**config.mk**
```make
export PLATFORM = sky130hd
export DESIGN_NAME = memory
export DESIGN_NICKNAME = d
export VERILOG_FILES = /design/src/rtl/memory.sv
export SDC_FILE = /design/constraint.sdc
export NUM_CORES = 1
export LEC_CHECK = 0
export CELL_PAD_IN_SITES_DETAIL_PLACEMENT = 1
export CELL_PAD_IN_SITES_GLOBAL_PLACEMENT = 1
export CORE_ASPECT_RATIO = 1.2
export CORE_UTILIZATION = 47
export CTS_BUF_LIST = sky130_fd_sc_hd__clkbuf_4
export DETAILED_ROUTE_END_ITERATION = 10
export GPL_ROUTABILITY_DRIVEN = 0
export PLACE_DENSITY_LB_ADDON = 0.1
export SETUP_SLACK_MARGIN = 0.02
export SYNTH_ARGS = -nofsm -noshare
export SYNTH_HDL_FRONTEND = slang
export SYNTH_SLANG_ARGS = --single-unit
```
**constraint.sdc**
```tcl
create_clock -name clk -period 4.7 [get_ports clk]
set_input_delay 0.94 -clock clk [delete_from_list [all_inputs] [get_ports clk]]
set_output_delay 0.94 -clock clk [all_outputs]
set_load 0.005 [all_outputs]
```
**src/rtl/memory.sv**
```systemverilog
// Register-file store for the Simon pattern sequence: one synchronous write port and one combinational read port.
// Optional macro MEMORY_BYPASS_EN adds write-first forwarding from w_data to r_data on an address match.
module memory #(
  parameter int DATA_WIDTH = 4,
  parameter int ADDR_WIDTH = 6,
  parameter int DEPTH      = 64
) (
  input  logic                  clk,
  input  logic                  rst,
  input  logic [ADDR_WIDTH-1:0] r_addr,
  input  logic [ADDR_WIDTH-1:0] w_addr,
  input  logic [DATA_WIDTH-1:0] w_data,
  input  logic                  w_en,
  output logic [DATA_WIDTH-1:0] r_data
);

  logic [DATA_WIDTH-1:0] mem_r [0:DEPTH-1];
  logic                  w_in_range_s;
  logic                  r_in_range_s;
  logic [DATA_WIDTH-1:0] r_data_s;

  // Addresses at or beyond DEPTH exist only when DEPTH < 2**ADDR_WIDTH.
  assign w_in_range_s = (int'(w_addr) < DEPTH);
  assign r_in_range_s = (int'(r_addr) < DEPTH);

  // Array update: reset wipes every entry and wins over a same-cycle write.
  always_ff @(posedge clk) begin
    if (rst) begin
      for (int i = 0; i < DEPTH; i++) begin
        mem_r[i] <= '0;
      end
    end else if (w_en && w_in_range_s) begin
      mem_r[w_addr] <= w_data;
    end
  end

  // Combinational read path, zero for out-of-range addresses.
  always_comb begin
    r_data_s = '0;
    if (r_in_range_s) begin
`ifdef MEMORY_BYPASS_EN
      if (w_en && !rst && w_in_range_s && (w_addr == r_addr)) begin
        r_data_s = w_data;
      end else begin
        r_data_s = mem_r[r_addr];
      end
`else
      r_data_s = mem_r[r_addr];
`endif
    end else begin
      r_data_s = '0;
    end
  end

  assign r_data = r_data_s;

endmodule

```
# Word-level counts from Yosys, hierarchy flattened
# Memory sizes are Yosys's and may differ from the RTL's.
# Index checks and enable logic that the tools add are counted.
# W data, S select, Z words.
[word_totals]
mem_bits_rw = 256
memories = 1
out_inout_bits = 4
word_cells = 10
regBits = 0
inputBits = 19
[op_classes]
n_mux = 8
reduce_logical = 1
[mem_list]
columns = ["memory", "words", "width", "read_ports", "rd_ports_with_merged_regs", "write_ports", "line", "text"]
rows = [
  ["mem_r", 64, 4, 1, 0, 64, "17", "logic [DATA_WIDTH-1:0] mem_r [0:DEPTH-1];"],
]
[ops]
columns = ["op", "count"]
rows = [
  ["$mux W1", 6],
  ["$mux W6", 1],
  ["$mux W4", 1],
  ["$reduce_or A4 Y1", 1],
]

# Depth between registers and ports, before layout
# Gate-level depths: netlist (run 1).
[logic_depth]
ltp_word = 5
ltp_mapped = 8
ltp_nobuf = 5

# Worst setup path before layout (run 1)
# Ideal clock, no wire load.
[synth_timing]
path_type = "input -> output"
startpoint = "input r_addr[1]"
endpoint = "output r_data[1]"
arrival_time_ns = 2.414
path_buffers = 3
setup_slack_ns = 1.346
stages = 7
path_cell_list = "buf_2 > buf_2 > buf_2 > mux4_2 > mux2_2 > o22ai_1 > o22ai_1"
[synth_between]
elab_chain_cells = 1
[synth_lines]
columns = ["element", "line", "text"]
rows = [
  ["start: declaration", "10", "input logic [ADDR_WIDTH-1:0] r_addr,"],
  ["$mem_v2 Z64 W4", "--", ""],
  ["end: declaration", "14", "output logic [DATA_WIDTH-1:0] r_data"],
]
# Every way passes these cells.

# Worst setup path after layout (run 1)
[layout_timing]
startpoint = "input r_addr[4]"
endpoint = "output r_data[0]"
# The elaborated chain is that of the path after synthesis.

==> flow_summary.rst, run 1 <==
.. list-table::
   :header-rows: 1

   * - Metric
     - Value
   * - Synthesized area divided by synthesized cell count
     - 14.2 um^2
   * - Initial antenna violation count
     - 1
   * - Register name with the most flops
     - mem_r
   * - Aggregate negative setup slack
     - 0 ns
   * - Core area
     - 0.0257 mm^2
   * - RSZ-0062 raised after global routing
     - no
   * - Post-Synthesis Net Count
     - 892
   * - Clock group share of total power
     - 39.8%
   * - Tot GR Track Use
     - 24.7%
   * - Io pins
     - 23
   * - Largest registers
     - mem_r x256
   * - Startpoint class of the critical path
     - input port
   * - Min-Delay Path Depth
     - 2
   * - Standard-cell row count
     - 64
   * - Detailed placer's ending HPWL
     - 20,900 um
   * - Post-route minimum period
     - 4.43 ns
   * - Critical path capture point type
     - primary output
   * - Cell count after synthesis
     - 873
   * - Most common cell in the netlist
     - sky130_fd_sc_hd__edfxtp_1
   * - CP required
     - 3.76 ns
   * - Type of the worst setup path
     - in2out
   * - Post-synth top flop
     - sky130_fd_sc_hd__edfxtp_1
   * - Critical Path Start
     - r_addr[4]
   * - Design internal power
     - 3890 uW
   * - Power per cell area
     - 373 mW/mm^2
   * - Clock buffers created by TritonCTS
     - 70
   * - Net switching power figure
     - 1220 uW
   * - Global-route wire length before repair
     - 48,700 um
   * - Total power
     - 5110 uW
   * - Max clock buf depth
     - 3
   * - Sequential group share of total power
     - 52.3%
   * - VDD IR-drop max
     - 0.000178 V
   * - Clock-pin slew of the registers on the worst-case setup and hold paths
     - 0.06 ns
   * - Most frequent cells after synthesis
     - sky130_fd_sc_hd__edfxtp_1, sky130_fd_sc_hd__and2_1, sky130_fd_sc_hd__and3_1
   * - Share of the synthesized area in the top cell type
     - 62.0%
   * - Clock root cell
     - sky130_fd_sc_hd__clkbuf_4
   * - Largest driver fanout on the critical path
     - 8
   * - DRC Markers
     - 0
   * - Via count of the first global-routing pass
     - 8,237
   * - Placed instance area
     - 0.0128 mm^2
   * - Comb pwr share
     - 8.0%
   * - H-Tree Level Count
     - 3
   * - Portion of the post-synthesis area used by sequential elements
     - 62.0%
   * - Routed wire length
     - 32,000 um
   * - Number of failing setup endpoints in the final timing report
     - 0
   * - Fraction of final layout cells sized beyond drive strength 1
     - 25.4%
   * - Pin count of the biggest net entering global routing
     - 65
   * - Max Slew Vio Count
     - 0
   * - Result of the run
     - finished clean
   * - Util after Layout
     - 53.3%
   * - Min-Delay Path Class
     - in2reg
   * - Num Clock Sinks
     - 256
   * - Max-Slew Margin vs Limit
     - 21.1%
   * - Final Hold Viols
     - 0
   * - Post-synthesis cell area
     - 0.0124 mm^2
   * - Leading post-synthesis cells by cell area
     - sky130_fd_sc_hd__edfxtp_1, sky130_fd_sc_hd__mux4_2, sky130_fd_sc_hd__and2_1
   * - Number of buffer cells added on primary ports
     - 22
   * - Syn. warnings
     - 0
   * - Peak clock frequency supported by timing
     - 226 MHz
   * - CTS resizes
     - 0
   * - Worst hold endpoint
     - mem_r[10][1]$_SDFFCE_PN0P_
   * - Max-cap violation count
     - 0
   * - Crit path DAT
     - 3.49 ns
   * - Net count of the finished layout
     - 930
   * - Cell leakage power
     - 0.00510 uW
   * - Number of flip-flops in the largest register
     - 256
   * - TritonCTS clock tree
     - yes
   * - Setup Buffers After CTS
     - 0
   * - Final Cycle Share
     - 94.3%
   * - Final cell area excluding filler cells
     - 0.0137 mm^2
   * - Hold buffers post-CTS
     - 0
   * - Switching Share
     - 23.9%
   * - Number of nets with antenna violations after routing
     - 0
   * - Leading area contributor after synthesis
     - sky130_fd_sc_hd__edfxtp_1
   * - Overflow left after global routing
     - 0
   * - Actual transition at the worst max-transition pin
     - 1.18 ns
   * - Detailed-route via count
     - 7,441
   * - DR iter-0 viols
     - 467
   * - Die area
     - 0.0270 mm^2
   * - Number of synthesized register bits
     - 256
   * - Die span in x
     - 150 um
   * - Router iterations before antenna repair
     - 7
   * - Launch instance of the worst min-delay path
     - w_data[1]
   * - Asr flop ratio synth
     - 0%
   * - Post-synthesis to final-layout area growth
     - 10.5%
   * - Average via count per standard cell
     - 5.77
   * - Routed wirelength normalized by instance count
     - 24.8 um
   * - Die Ht
     - 180 um
   * - Initial Utilization
     - 48.2%
   * - Post-synth cell types
     - 34
   * - Number of enable flip-flop cells after synthesis
     - 256
worst max-delay path, stage by stage:
cell and delay (ns):
sky130_fd_sc_hd__clkdlybuf4s50_1 0.64, sky130_fd_sc_hd__buf_4 0.22, sky130_fd_sc_hd__nand2b_1 0.36, sky130_fd_sc_hd__o22ai_1 0.11
sky130_fd_sc_hd__o21ai_0 0.35, sky130_fd_sc_hd__o211ai_1 0.21, sky130_fd_sc_hd__o31ai_1 0.11, sky130_fd_sc_hd__clkdlybuf4s50_1 0.54
power groups by stage:
stage | Combinational [uW] | Clock, uW | Sequential [uW]
after floorplan | 277 | 0 | 2690
after global placement | 397 | 0 | 2710
after detailed placement | 408 | 0 | 2720
after CTS | 410 | 2080 | 2670
after global routing | 433 | 2190 | 2680
final | 408 | 2030 | 2670
metal layers:
layer | global-route usage, % | up-vias | share of wire, %
met5 | 0 | - | 0
met3 | 5.63 | 55 | 5.7
li1 | - | 3343 | -
met1 | 31.6 | 3820 | 41
met4 | 8.65 | 0 | 2.3
met2 | 41.2 | 223 | 51
through the flow:
stage               hold WS (ns)  setup slack (ns)  std cells
floorplan                   1.40              1.35        873
finish                     0.943             0.267       1289
detailed placement          1.63             0.342       1169
CTS                        0.906             0.335       1288
global placement            1.62             0.339       1169
global route               0.936             0.173       1289
logic make-up (layout without fill, tap and decap cells):
family | after synthesis | count (layout) | synth area share (%)
muxes | 83 | 83 | 13.2
buffers and inverters | 71 | 156 | 2.67
DFF | 256 | 256 | 62.0
other | 0 | 1 | 0
and+or+nand+nor | 408 | 408 | 19.1
AOI/OAI and AO/OA | 55 | 55 | 3.03
how the worst max path moves through the flow:
| stage | slack [ns] | depth (start not counted) | to |
|---|---|---|---|
| after floorplan | 1.35 | 7 | r_data[1] |
| after global placement | 0.34 | 8 | r_data[0] |
| after detailed placement | 0.34 | 7 | r_data[2] |
| after CTS | 0.33 | 7 | r_data[2] |
| after global routing | 0.17 | 8 | r_data[0] |
| final | 0.27 | 8 | r_data[0] |
cell type report:
class,instances,area [um^2]
Multi-Input combinational cell,546,4380
Tap cell,330,413
Clock buffer,101,758
Sequential cell,256,7690
Antenna cell,1,2.50
Fill cell,2502,12000
Clock inverter,18,130
Timing Repair Buffer,37,320
placed cells by master (no fill, tap or decap), drive strengths merged, types with 5 or more instances in the layout:
cell type,Yosys,routed
and2,193,193
and3,65,65
or2,50,50
clkdlybuf4s50,0,14
buf,21,23
nand2b,7,7
a21o,16,16
o221ai,6,6
nor2b,5,5
a21oi,9,9
o22ai,10,10
nor3,6,6
clkinv,0,12
nand2,13,13
o21ai,5,5
clkbuf,50,101
mux4,62,62
nor2,58,58
mux2i,17,17
edfxtp,256,256
(Power assumes the default switching activity.)
==> inputs of run 2 (changes only) <==
CORE_MARGIN = 2   (was not set)
==> flow_summary.rst, run 2 (synthesis results as in run 1) <==
.. list-table::
   :header-rows: 1

   * - Metric
     - Value
   * - Io pins
     - 23
   * - Final Hold Viols
     - 0
   * - Startpoint class of the critical path
     - input port
   * - Post-route minimum period
     - 4.22 ns
   * - H-Tree Level Count
     - 3
   * - Largest registers
     - mem_r x256
   * - Reg area
     - 0.00769 mm^2
   * - Initial Utilization
     - 47.5%
   * - Result of the run
     - finished clean
   * - Hold buffers post-CTS
     - 0
   * - RSZ-0062 raised after global routing
     - no
   * - Initial antenna violation count
     - 2
   * - Clock root cell
     - sky130_fd_sc_hd__clkbuf_4
   * - Routed wire length
     - 31,800 um
   * - Type of the worst setup path
     - in2out
   * - Net count of the finished layout
     - 931
   * - Number of flip-flops in the largest register
     - 256
   * - Max-cap violation count
     - 0
   * - Number of nets with antenna violations after routing
     - 0
   * - Num Clock Sinks
     - 256
   * - Die span in x
     - 152 um
   * - Clock-pin slew of the registers on the worst-case setup and hold paths
     - 0.07 ns
   * - CP required
     - 3.76 ns
   * - Slack of the critical path
     - 0.485 ns
   * - Power per cell area
     - 358 mW/mm^2
   * - Detailed-route via count
     - 7,457
   * - CTS resizes
     - 0
   * - Critical path capture point type
     - primary output
   * - TritonCTS clock tree
     - yes
   * - Min-Delay Path Class
     - in2reg
   * - Register name with the most flops
     - mem_r
   * - Actual transition at the worst max-transition pin
     - 1.12 ns
   * - Multi-input logic area
     - 0.00438 mm^2
   * - Pin count of the biggest net entering global routing
     - 65
   * - Final Cycle Share
     - 89.7%
   * - Count of fill cells added during filler insertion
     - 2,577
   * - Most common library cell in the layout ignoring fill and taps
     - sky130_fd_sc_hd__edfxtp_1
   * - VDD IR-drop max
     - 0.000178 V
   * - DRC Markers
     - 0
   * - Max-Slew Margin vs Limit
     - 25.5%
   * - Global-route wire length before repair
     - 48,900 um
   * - Overflow left after global routing
     - 0
   * - Setup Buffers After CTS
     - 0
   * - Commonest cells after routing, fill and taps aside
     - sky130_fd_sc_hd__edfxtp_1, sky130_fd_sc_hd__and2_1, sky130_fd_sc_hd__clkbuf_4
   * - Post-synthesis to final-layout area growth
     - 9.92%
   * - Clock buffers created by TritonCTS
     - 66
   * - Largest driver fanout on the critical path
     - 19
   * - Router iterations before antenna repair
     - 4
   * - Die area
     - 0.0277 mm^2
   * - Util after Layout
     - 52.2%
   * - Fraction of final layout cells sized beyond drive strength 1
     - 24.8%
   * - Number of failing setup endpoints in the final timing report
     - 0
   * - Critical Path Start
     - r_addr[0]
   * - Worst Hold Slack
     - 0.964 ns
   * - Non-filler cells in the finished layout
     - 1,287
   * - Pre-CTS setup slack
     - 0.436 ns
   * - Peak clock frequency supported by timing
     - 237 MHz
   * - Die Ht
     - 182 um
   * - Number of buffer cells added on primary ports
     - 22
   * - Routed wirelength normalized by instance count
     - 24.7 um
   * - Tot GR Track Use
     - 23.6%
   * - Launch instance of the worst min-delay path
     - rst
   * - Cell leakage power
     - 0.00507 uW
   * - Number of placed cells counting well taps
     - 1,179
   * - Standard-cell row count
     - 65
   * - Via count of the first global-routing pass
     - 8,024
   * - Max clock buf depth
     - 3
   * - Average via count per standard cell
     - 5.79
   * - Aggregate negative setup slack
     - 0 ns
   * - Detailed placer's ending HPWL
     - 21,300 um
   * - Crit path DAT
     - 3.28 ns
   * - DR iter-0 viols
     - 508
   * - Core area
     - 0.0261 mm^2
   * - Max Slew Vio Count
     - 0
==> run 2: cell count changes in the layout (fill, tap and decap cells not counted) <==
cell,before,now
sky130_fd_sc_hd__diode_2,1,3
sky130_fd_sc_hd__clkinvlp_4,2,0
sky130_fd_sc_hd__clkbuf_4,101,94
sky130_fd_sc_hd__bufinv_16,2,0
sky130_fd_sc_hd__clkinv_2,2,0
sky130_fd_sc_hd__buf_4,14,17
sky130_fd_sc_hd__buf_12,2,4
sky130_fd_sc_hd__clkinv_1,10,9
==> run 2: metrics by stage <==
step	total power [uW]	cell area, um^2
2_1_floorplan	2960	12400
3_3_place_gp	3120	12900
3_5_place_dp	3140	12900
4_1_cts	4940	13600
5_1_grt	5090	13600
6_report	4880	13600
==> run 2: critical path, stage by stage <==
cell and delay (ns):
sky130_fd_sc_hd__buf_4 0.30, sky130_fd_sc_hd__buf_12 0.24, sky130_fd_sc_hd__mux4_2 0.53, sky130_fd_sc_hd__mux2i_1 0.40, sky130_fd_sc_hd__a21oi_1 0.14, sky130_fd_sc_hd__a22o_1 0.25, sky130_fd_sc_hd__clkdlybuf4s50_1 0.45
==> run 2: final timing paths <==
kind              slack [ns]                    endpoint  depth (start not counted)
setup / recovery        0.48                   r_data[3]                          7
hold / removal          0.96  mem_r[16][0]$_SDFFCE_PN0P_                          2
==> run 2: area by class of cell <==
class	count	share of cell area [%]
clock inverter	11	0.303
sequential	256	56.4
clock buffer	94	5.18
tap	335	3.08
antenna	3	0.0551
timing repair buffer	42	2.81
multi-input combinational	546	32.2
==> run 2: metal layers <==
layer / up-vias / wire length (um) / track usage [%] / part of all wire [%]
met5: - / 0 / 0 / 0
met4: 0 / 644 / 7.51 / 2.0
met3: 51 / 1690 / 4.82 / 5.3
met2: 217 / 16400 / 41.1 / 51
met1: 3840 / 13100 / 29.9 / 41
li1: 3349 / - / - / -
==> run 2: where the power goes <==
part | internal (uW) | switching, uW | total, uW
Clock | 908 | 885 | 1790
Combinational | 174 | 243 | 417
Sequential | 2630 | 42.2 | 2670
Total | 3710 | 1170 | 4880
==> inputs of run 3 (changes only) <==
ABC_AREA = 1   (was not set)
CORE_UTILIZATION = 31   (was 47)
clock period = 4.1 ns   (was 4.7 ns; I/O delays follow)
==> flow_summary.rst, run 3 <==
.. list-table::
   :header-rows: 1

   * - Metric
     - Value
   * - Number of nets with antenna violations after routing
     - 0
   * - Share of the synthesized area in the top cell type
     - 63.8%
   * - Initial Utilization
     - 31.3%
   * - Largest registers
     - mem_r x256
   * - Final Hold Viols
     - 0
   * - Cell leakage power
     - 0.00548 uW
   * - Standard-cell row count
     - 79
   * - Total power
     - 5930 uW
   * - DR iter-0 viols
     - 434
   * - Power per cell area
     - 429 mW/mm^2
   * - Most common library cell in the layout ignoring fill and taps
     - sky130_fd_sc_hd__nand2_1
   * - Max-Slew Margin vs Limit
     - 31.9%
   * - Syn. warnings
     - 0
   * - Post-synth cell types
     - 13
   * - Type of the worst setup path
     - in2out
   * - Io pins
     - 23
   * - Most frequent cells after synthesis
     - sky130_fd_sc_hd__nand2_1, sky130_fd_sc_hd__nor2_1, sky130_fd_sc_hd__edfxtp_1
   * - Number of synthesized register bits
     - 256
   * - Gr busiest metal
     - met2
   * - Launch instance of the worst min-delay path
     - w_data[3]
   * - CP required
     - 3.28 ns
   * - Result of the run
     - finished clean
   * - Core area
     - 0.0385 mm^2
   * - Via count of the first global-routing pass
     - 9,920
   * - Cell count after synthesis
     - 1,310
   * - Overflow left after global routing
     - 0
   * - Setup Buffers After CTS
     - 0
   * - Detailed placer's ending HPWL
     - 24,500 um
   * - CTS resizes
     - 0
   * - Tot GR Track Use
     - 19.6%
   * - Router iterations before antenna repair
     - 5
   * - Number of flip-flops in the largest register
     - 256
   * - Post-synthesis to final-layout area growth
     - 14.9%
   * - Leading area contributor after synthesis
     - sky130_fd_sc_hd__edfxtp_1
   * - Hold buffers post-CTS
     - 0
   * - Register name with the most flops
     - mem_r
   * - Average via count per standard cell
     - 4.92
   * - Post-synthesis cell area
     - 0.0121 mm^2
   * - Num Clock Sinks
     - 256
   * - Worst hold endpoint
     - mem_r[50][3]$_SDFFCE_PN0P_
   * - Portion of the post-synthesis area used by sequential elements
     - 63.8%
   * - VDD IR-drop max
     - 0.000172 V
   * - Most common cell in the netlist
     - sky130_fd_sc_hd__nand2_1
   * - Routed wirelength normalized by instance count
     - 20.1 um
   * - Final Cycle Share
     - 94.8%
   * - Post-route minimum period
     - 3.89 ns
   * - Net count of the finished layout
     - 1,376
   * - Initial antenna violation count
     - 1
   * - Global-route wire length before repair
     - 58,200 um
   * - Leading post-synthesis cells by cell area
     - sky130_fd_sc_hd__edfxtp_1, sky130_fd_sc_hd__nand2_1, sky130_fd_sc_hd__nand3_1
   * - Post-Synthesis Net Count
     - 1,329
   * - Peak clock frequency supported by timing
     - 257 MHz
   * - Startpoint class of the critical path
     - input port
   * - Number of failing setup endpoints in the final timing report
     - 0
   * - H-Tree Level Count
     - 3
   * - Largest driver fanout on the critical path
     - 32
   * - Pin count of the biggest net entering global routing
     - 65
   * - Routed wire length
     - 38,100 um
   * - Min-Delay Path Class
     - in2reg
   * - Max-cap violation count
     - 0
   * - Min-Delay Path Depth
     - 4
   * - Aggregate negative setup slack
     - 0 ns
   * - Met2 track demand over resource
     - 36.5%
   * - Global routing usage on met1
     - 22.7%
   * - Clock buffers created by TritonCTS
     - 72
   * - TritonCTS clock tree
     - yes
   * - Clock-pin slew of the registers on the worst-case setup and hold paths
     - 0.07 ns
   * - Max Slew Vio Count
     - 0
   * - Fraction of final layout cells sized beyond drive strength 1
     - 11.9%
   * - Die span in x
     - 184 um
   * - Die Ht
     - 220 um
   * - Met3 usage in global routing
     - 3.45%
   * - RSZ-0062 raised after global routing
     - no
   * - Post-synth top flop
     - sky130_fd_sc_hd__edfxtp_1
   * - Number of enable flip-flop cells after synthesis
     - 256
   * - Crit path DAT
     - 3.07 ns
   * - Clock root cell
     - sky130_fd_sc_hd__clkbuf_4
   * - Actual transition at the worst max-transition pin
     - 1.02 ns
   * - Critical path capture point type
     - primary output
   * - Asr flop ratio synth
     - 0%
   * - Commonest cells after routing, fill and taps aside
     - sky130_fd_sc_hd__nand2_1, sky130_fd_sc_hd__nor2_1, sky130_fd_sc_hd__edfxtp_1
   * - Detailed-route via count
     - 9,309
   * - Number of buffer cells added on primary ports
     - 22
   * - Max clock buf depth
     - 3
   * - Synthesized area divided by synthesized cell count
     - 9.20 um^2
   * - DRC Markers
     - 0
   * - Die area
     - 0.0405 mm^2
-- run 3: changes by cell type after synthesis, moves of 10 or more --
cell | previous run | this run
sky130_fd_sc_hd__nand3_1 | 4 | 216
sky130_fd_sc_hd__clkbuf_1 | 50 | 72
sky130_fd_sc_hd__o22ai_1 | 10 | 0
sky130_fd_sc_hd__nor2_1 | 58 | 262
sky130_fd_sc_hd__or2_2 | 50 | 0
sky130_fd_sc_hd__nand2_1 | 13 | 450
sky130_fd_sc_hd__and3_1 | 65 | 0
sky130_fd_sc_hd__mux2i_1 | 17 | 0
sky130_fd_sc_hd__mux4_2 | 56 | 0
sky130_fd_sc_hd__and2_1 | 193 | 0
sky130_fd_sc_hd__a21o_1 | 16 | 0
-- run 3: worst max path at each step --
stage,start,endpoint,depth (start not counted)
after floorplan,r_addr[0],r_data[2],11
after global placement,r_addr[2],r_data[2],9
after detailed placement,r_addr[2],r_data[2],9
after CTS,r_addr[2],r_data[2],9
after global routing,r_addr[2],r_data[2],9
final,r_addr[2],r_data[2],9
-- run 3: power by group --
part / internal, uW / total (uW) / switching [uW] / leakage (uW)
logic: 154 / 549 / 395 / 0.00252
clock network: 1250 / 2330 / 1090 / 0.000535
registers: 3010 / 3050 / 40.2 / 0.00243
-- run 3: area by class of cell --
cell class	instances	area, um^2
Fill cell	4461	24700
Sequential cell	256	7690
Multi-Input combinational cell	949	3960
Clock buffer	107	803
Timing Repair Buffer	60	623
Tap cell	486	608
Clock inverter	16	86.3
Inverter	18	70.1
Antenna cell	1	2.50
-- run 3: cells by family (layout without fill, tap and decap cells) --
family,after synthesis,after routing,share of synthesized area (%)
simple gates,949,949,32.9
flops,256,256,63.8
buf+inv,105,201,3.34
other cells,0,1,0
-- run 3: metal layers --
layer | vias to the layer above | wire (um)
li1 | 4519 | -
met1 | 4589 | 15900
met2 | 153 | 20200
met3 | 48 | 1310
met4 | 0 | 682
met5 | - | 0
-- run 3: per-stage QoR --
stage / worst slack [ns] / cells / cell area [um^2] / util (%) / hold WS [ns]
4_1_cts: 0.230 / 1892 / 13800 / 35.9 / 1.02
3_5_place_dp: 0.239 / 1769 / 12900 / 33.6 / 1.83
6_report: 0.212 / 1893 / 13800 / 35.9 / 1.09
5_1_grt: 0.122 / 1893 / 13800 / 35.9 / 1.08
2_1_floorplan: 1.37 / 1310 / 12100 / - / 1.07
3_3_place_gp: 0.250 / 1769 / 12900 / 33.6 / 1.82
-- run 3: worst max-delay path: stages --
cell                              delay, ns
sky130_fd_sc_hd__clkdlybuf4s50_1       0.48
sky130_fd_sc_hd__buf_4                 0.40
sky130_fd_sc_hd__nand3_1               0.21
sky130_fd_sc_hd__nand2_1               0.11
sky130_fd_sc_hd__nand2_1               0.05
sky130_fd_sc_hd__nand3_1               0.18
sky130_fd_sc_hd__nand3_1               0.16
sky130_fd_sc_hd__nand2_1               0.13
sky130_fd_sc_hd__clkdlybuf4s50_1       0.50
